--- src/rtl/collatz_pkg.sv ---
// Shared definitions for the Collatz seed sweep: controller states and the
// default parameter values used by collatz_sweep and collatz_step.
package collatz_pkg;

    typedef enum logic [2:0] {
        IDLE,
        LOAD,
        STEP,
        COMPARE,
        FINISH
    } state_e;

    localparam int DEF_BITS      = 32;
    localparam int DEF_LEN_BITS  = 16;
    localparam int DEF_CNT_BITS  = 16;
    localparam int DEF_MAX_STEPS = 1000;

endpackage

--- src/rtl/collatz_step.sv ---
// One combinational Collatz step: n/2 for even n, 3n+1 for odd n. The odd
// branch is evaluated two bits wider so an iterate that leaves BITS is flagged.
module collatz_step
    import collatz_pkg::*;
#(
    parameter int BITS = DEF_BITS
) (
    input  logic [BITS-1:0] n_i,
    output logic [BITS-1:0] next_o,
    output logic            ovf_o
);

    logic [BITS+1:0] tripled;

    always_comb begin
        tripled = {2'b00, n_i} + {1'b0, n_i, 1'b0} + (BITS+2)'(1);
        if (n_i[0]) begin
            next_o = tripled[BITS-1:0];
            ovf_o  = |tripled[BITS+1:BITS];
        end else begin
            next_o = {1'b0, n_i[BITS-1:1]};
            ovf_o  = 1'b0;
        end
    end

endmodule

--- src/rtl/collatz_sweep.sv ---
// Sweeps seed_count consecutive seeds from seed_base, one Collatz step per
// cycle, and reports the seed with the longest orbit that reached 1.
module collatz_sweep
    import collatz_pkg::*;
#(
    parameter int BITS      = DEF_BITS,
    parameter int LEN_BITS  = DEF_LEN_BITS,
    parameter int CNT_BITS  = DEF_CNT_BITS,
    parameter int MAX_STEPS = DEF_MAX_STEPS
) (
    input  logic                clk,
    input  logic                reset,
    input  logic                start_i,
    input  logic [BITS-1:0]     seed_base_i,
    input  logic [CNT_BITS-1:0] seed_count_i,
    output logic                busy_o,
    output logic                done_o,
    output logic [BITS-1:0]     best_seed_o,
    output logic [LEN_BITS-1:0] best_orbit_len_o,
    output logic [BITS-1:0]     best_path_record_o,
    output logic                overflow_o,
    output logic                limit_hit_o
);

    state_e              state_q;
    logic [BITS-1:0]     seed_q;
    logic [CNT_BITS-1:0] remain_q;
    logic [BITS-1:0]     iter_q;
    logic [LEN_BITS-1:0] len_q;
    logic [BITS-1:0]     rec_q;
    logic                abort_q;
    logic [BITS-1:0]     best_seed_q;
    logic [LEN_BITS-1:0] best_len_q;
    logic [BITS-1:0]     best_rec_q;
    logic                ovf_q;
    logic                lim_q;
    logic                busy_q;
    logic                done_q;

    logic [BITS-1:0]     step_next;
    logic                step_ovf;
    logic [LEN_BITS-1:0] len_d;
    logic [CNT_BITS-1:0] remain_d;
    logic [BITS-1:0]     seed_d;
    logic [BITS-1:0]     rec_d;
    logic                reached_one;
    logic                at_cap;
    logic                improves;

    collatz_step #(
        .BITS (BITS)
    ) u_step (
        .n_i    (iter_q),
        .next_o (step_next),
        .ovf_o  (step_ovf)
    );

    always_comb begin
        len_d       = len_q + LEN_BITS'(1);
        remain_d    = remain_q - CNT_BITS'(1);
        seed_d      = seed_q + BITS'(1);
        rec_d       = (step_next > rec_q) ? step_next : rec_q;
        reached_one = (step_next == BITS'(1));
        at_cap      = (len_d == LEN_BITS'(MAX_STEPS));
        // Strictly greater keeps the earliest seed on ties.
        improves    = !abort_q && (len_q > best_len_q);
    end

    always_ff @(posedge clk) begin
        if (reset) begin
            state_q     <= IDLE;
            seed_q      <= '0;
            remain_q    <= '0;
            iter_q      <= '0;
            len_q       <= '0;
            rec_q       <= '0;
            abort_q     <= 1'b0;
            best_seed_q <= '0;
            best_len_q  <= '0;
            best_rec_q  <= '0;
            ovf_q       <= 1'b0;
            lim_q       <= 1'b0;
            busy_q      <= 1'b0;
            done_q      <= 1'b0;
        end else begin
            case (state_q)
                IDLE: begin
                    if (start_i) begin
                        seed_q      <= seed_base_i;
                        remain_q    <= seed_count_i;
                        best_seed_q <= '0;
                        best_len_q  <= '0;
                        best_rec_q  <= '0;
                        ovf_q       <= 1'b0;
                        lim_q       <= 1'b0;
                        busy_q      <= 1'b1;
                        state_q     <= LOAD;
                    end
                end
                LOAD: begin
                    iter_q  <= seed_q;
                    len_q   <= '0;
                    rec_q   <= seed_q;
                    abort_q <= 1'b0;
                    if (remain_q == '0) begin
                        busy_q  <= 1'b0;
                        done_q  <= 1'b1;
                        state_q <= FINISH;
                    end else if (seed_q <= BITS'(1)) begin
                        state_q <= COMPARE;
                    end else begin
                        state_q <= STEP;
                    end
                end
                STEP: begin
                    if (step_ovf) begin
                        abort_q <= 1'b1;
                        ovf_q   <= 1'b1;
                        state_q <= COMPARE;
                    end else begin
                        iter_q <= step_next;
                        len_q  <= len_d;
                        rec_q  <= rec_d;
                        // Reaching 1 on the capped step still counts as complete.
                        if (reached_one) begin
                            state_q <= COMPARE;
                        end else if (at_cap) begin
                            abort_q <= 1'b1;
                            lim_q   <= 1'b1;
                            state_q <= COMPARE;
                        end
                    end
                end
                COMPARE: begin
                    if (improves) begin
                        best_seed_q <= seed_q;
                        best_len_q  <= len_q;
                        best_rec_q  <= rec_q;
                    end
                    remain_q <= remain_d;
                    seed_q   <= seed_d;
                    if (remain_d == '0 || seed_d == '0) begin
                        if (remain_d != '0) begin
                            ovf_q <= 1'b1;
                        end
                        busy_q  <= 1'b0;
                        done_q  <= 1'b1;
                        state_q <= FINISH;
                    end else begin
                        state_q <= LOAD;
                    end
                end
                FINISH: begin
                    done_q  <= 1'b0;
                    state_q <= IDLE;
                end
                default: begin
                    state_q <= IDLE;
                end
            endcase
        end
    end

    assign busy_o             = busy_q;
    assign done_o             = done_q;
    assign best_seed_o        = best_seed_q;
    assign best_orbit_len_o   = best_len_q;
    assign best_path_record_o = best_rec_q;
    assign overflow_o         = ovf_q;
    assign limit_hit_o        = lim_q;

endmodule

--- config.mk ---
export PLATFORM = sky130hd
export DESIGN_NAME = collatz_sweep
export DESIGN_NICKNAME = d
export VERILOG_FILES = /design/src/rtl/collatz_pkg.sv /design/src/rtl/collatz_step.sv /design/src/rtl/collatz_sweep.sv
export SDC_FILE = /design/constraint.sdc
export NUM_CORES = 1
export LEC_CHECK = 0
export CAP_MARGIN = 5
export CORE_MARGIN = 2
export CORE_UTILIZATION = 50
export DETAILED_ROUTE_END_ITERATION = 12
export PLACE_DENSITY_LB_ADDON = 0.12
export SETUP_SLACK_MARGIN = 0.4
export SLEW_MARGIN = 20
export SYNTH_ARGS = -nofsm -noshare
export SYNTH_HDL_FRONTEND = slang
export SYNTH_SLANG_ARGS = --single-unit
--- constraint.sdc ---
create_clock -name clk -period 8.8 [get_ports clk]
set_input_delay 1.32 -clock clk [delete_from_list [all_inputs] [get_ports clk]]
set_output_delay 1.32 -clock clk [all_outputs]
set_load 0.05 [all_outputs]
==> impl_results.md <==
* CTS tree: yes
* R2R Path End: rec_q[24]
* I/O Pins at 135
* Post-synth EDFFs at 0
* Total Nets Final at 1967
* Levels on crit path at 19
* Grt total ovfl at 0
* R2r setup slk at roughly 3.2 ns
* Post-synth top area cell: dfxtp_1
* Setup crit end kind: flip-flop
* Data required time of the critical path at 9.17 ns
* HP Class: flip-flop to flip-flop
* Ys async rst share at 0%
* Synthesized area per cell at a little under 8 µm²
* PostCTS Resize Cnt at 0
* Post CTS Setup Buffer Count at 0
* Synth area leaders: dfxtp_1 31%, ha_1 8.1%, nand2_1 5.6%, a22o_1 5.1%, a21oi_1 4.9%
* Vias post-DR at 13900
* 1st-iter DRT viols at ~1300
* Top FF cell, synth: dfxtp_1
* DR pass1 iterations at 5
* First-pass GRT wire length at approximately 70000 µm
* Synthesized netlist cell count at 1782
* Worst Tran Pin Value at between 1 and 1.5 ns
* RSZ-0062 raised after global routing: no
* Sequential share of the synthesized area at between 30% and 40%
* Layout area overhead at 15.6%
* Synth Net Count at 1923
* Initial Utilization at around 51%
* Max-Cap Viols at 0
* Crit-path max FO at 22
* Critical path class: flip-flop to flip-flop
* Worst setup path end: rec_q[24]
* HPWL after DPL at about 32000 µm
* Pre-CTS setup slack at ~3.3 ns
* Buffers plus inverters on the worst setup path at 1
* CTS clk-pin slew, worst paths at ~0.060 ns
* H-tree Lvls at 1
* Layout cells sized above 1 at between 5 and 6%
* Max rail drop VDD at ~0.15 mV
* Crit-path slowest cell: a211oi_1
* P per Cell Area at a little over 200 nW/µm²
* Setup TNS at 0 ns
* Row count at 60
* Worst R2R Path Depth at 19
* Critical path arrival at about 6 ns
* Clk Latency, worst-skew pair at between 0.5 and 0.6 ns
* Number of synthesized register bits at between 200 and 250
* Die area at 29000 µm²
* Ys Warns at 0
* Crit start category: flip-flop
* # DRC at 0
* Worst path top cell family by delay: compound AO/OA/AOI/OAI gates
* # hold bufs at CTS at 0
* Worst setup startpoint: iter_q[2]
* Initial antenna violation count at 1
* Post-Layout Inst Area at 16000 µm²
* Most common cell in the netlist: dfxtp_1
* Final Non-Filler Cells at 2182
* Mapped Area at between 10000 and 15000 µm²
* Worst Skew at 0.0175 ns
* Tmin final at roughly 5.6 ns
* Largest net degree at the start of global routing at 81
* Die height at roughly 170 µm
* Placed insts at roughly 2100
* Largest buffer count on any clock path at 3
* Clk root buf: clkbuf_16
* Total area of sequential cells at approximately 4300 µm²
* Final worst slack at 3.22 ns
* Dpl cell area at between 15000 and 20000 µm²
* Max Freq at 179 MHz
* Via density at approximately 6.4
* Crit-path max cell delay at between 0.5 and 0.6 ns
* Max Slew Vio Count at 0
* Routability cong. at about 0.91
* Finished Core Util at ~59%
* Worst-path cell chain: ha_1 > o211ai_1 > a211oi_2 > nor2_1 > a211oi_1 > nor3_1 > o31ai_1 > ha_1 > a21o_1 > a21oi_1 > nor2b_1 > o31a_1 > o21a_1 > o31ai_1 > nand3_1 > nand3_2 > buf_4 > mux2i_1 > nor2_1
* Leak at roughly 6.2 nW
* Remaining antenna violation count at 0
* GRT Total Usage at 30.0%
* Hold slack at 0.477 ns
* Drt total wl at 44000 µm
* Max_slew headroom at about a quarter
* Vias in the first global route at 13000
* Num CTS Buffers at 25
* Top-area cell type share of the netlist area at 31.3%
* Total design power at around 3.3 mW
* Yosys cell types at 84
* N_diodes at 0
* Die width at 170 µm
* Final setup viols at 0
* Final hold violation count at 0
* Status: finished, final reports clean
* Most instantiated cells after synthesis: 216 x dfxtp_1, 206 x nand2_1, 174 x nor2_1, 135 x a21oi_1, 104 x clkbuf_1
* Multi-input combinational cell area at 8670 µm²
* Fill count at 2501
* Sink Count at about 220
* Worst R2R Start: iter_q[2]
* PortBufs at 134
* Per-cell routed wire length at approximately 20 µm
* CORE AREA at 27000 µm²
* Final worst-path cycle share at 63.4%
[worst min-delay path by stage]
stage	start	to	slack, ns	cells past startpoint
2_1_floorplan	rec_q[29]	best_path_record_o[29]	0.44	1
3_3_place_gp	rec_q[3]	best_path_record_o[3]	0.45	1
3_5_place_dp	best_path_record_o[23]	best_path_record_o[23]	0.47	1
4_1_cts	best_path_record_o[13]	best_path_record_o[13]	0.48	1
5_1_grt	best_path_record_o[13]	best_path_record_o[13]	0.48	1
6_report	best_path_record_o[2]	best_path_record_o[2]	0.48	1
[flip-flops by register name, indices dropped and copies added (netlist names), 3 cells and up]
name	flops
best_path_record_o	32
best_seed_o	32
iter_q	32
rec_q	32
seed_q	32
best_orbit_len_o	16
len_q	16
remain_q	16
state_q	3
[final cells by class]
cell class / instances / share of cell area (%)
sequential: 216 / 27.0
tap: 341 / 2.67
clock buffer: 37 / 4.69
clock inverter: 5 / 0.360
inverter: 88 / 2.07
multi-input combinational: 1349 / 54.2
timing repair buffer: 146 / 8.94
[layer usage]
metal / track usage [%] / up-vias / share of wire (%)
li1: - / 6604 / -
met1: 41.5 / 6604 / 45
met2: 47.9 / 547 / 45
met3: 3.00 / 105 / 6.3
met4: 11.8 / 2 / 3.9
met5: 0 / - / 0.034
[power by group]
group | switching, mW | internal [mW]
Sequential | 0.139 | 1.05
Clock | 0.418 | 0.614
Combinational | 0.667 | 0.394
[logic make-up (layout without fill, tap and decap cells)]
logic type	after synthesis	in the layout	share of synthesized area, %
fa+ha+maj	90	90	8.20
flops	216	216	31.3
mux	51	51	3.84
simple gates	662	662	22.9
buf+inv	217	276	6.22
xor+xnor	30	30	1.90
compound gates	516	516	25.7
[cells in the final DEF (no fill, tap or decap), types with 11 or more instances in the layout]
| cell type | Yosys | layout |
|---|---|---|
| nand3_1 | 40 | 39 |
| xnor2_1 | 18 | 18 |
| a211oi_1 | 11 | 11 |
| nor2_1 | 174 | 174 |
| clkdlybuf4s50_1 | 0 | 133 |
| nand4_1 | 33 | 33 |
| a21oi_1 | 135 | 135 |
| nor3_1 | 62 | 61 |
| o31ai_1 | 12 | 12 |
| a221oi_1 | 21 | 21 |
| or3_1 | 19 | 19 |
| a31oi_1 | 24 | 24 |
| mux2i_1 | 38 | 38 |
| xor2_1 | 12 | 12 |
| o21ai_0 | 96 | 96 |
| o21a_1 | 14 | 13 |
| and3_1 | 23 | 23 |
| clkbuf_16 | 0 | 25 |
| nand2b_1 | 12 | 12 |
| ha_1 | 89 | 89 |
| mux2_2 | 12 | 12 |
| inv_1 | 88 | 88 |
| nand2_1 | 206 | 205 |
| dfxtp_1 | 216 | 215 |
| a21o_1 | 19 | 19 |
| nor4_1 | 25 | 25 |
| buf_4 | 1 | 13 |
| a22o_1 | 80 | 80 |
| nor2b_1 | 14 | 14 |
Note: power is estimated with default switching activity, not from simulation.
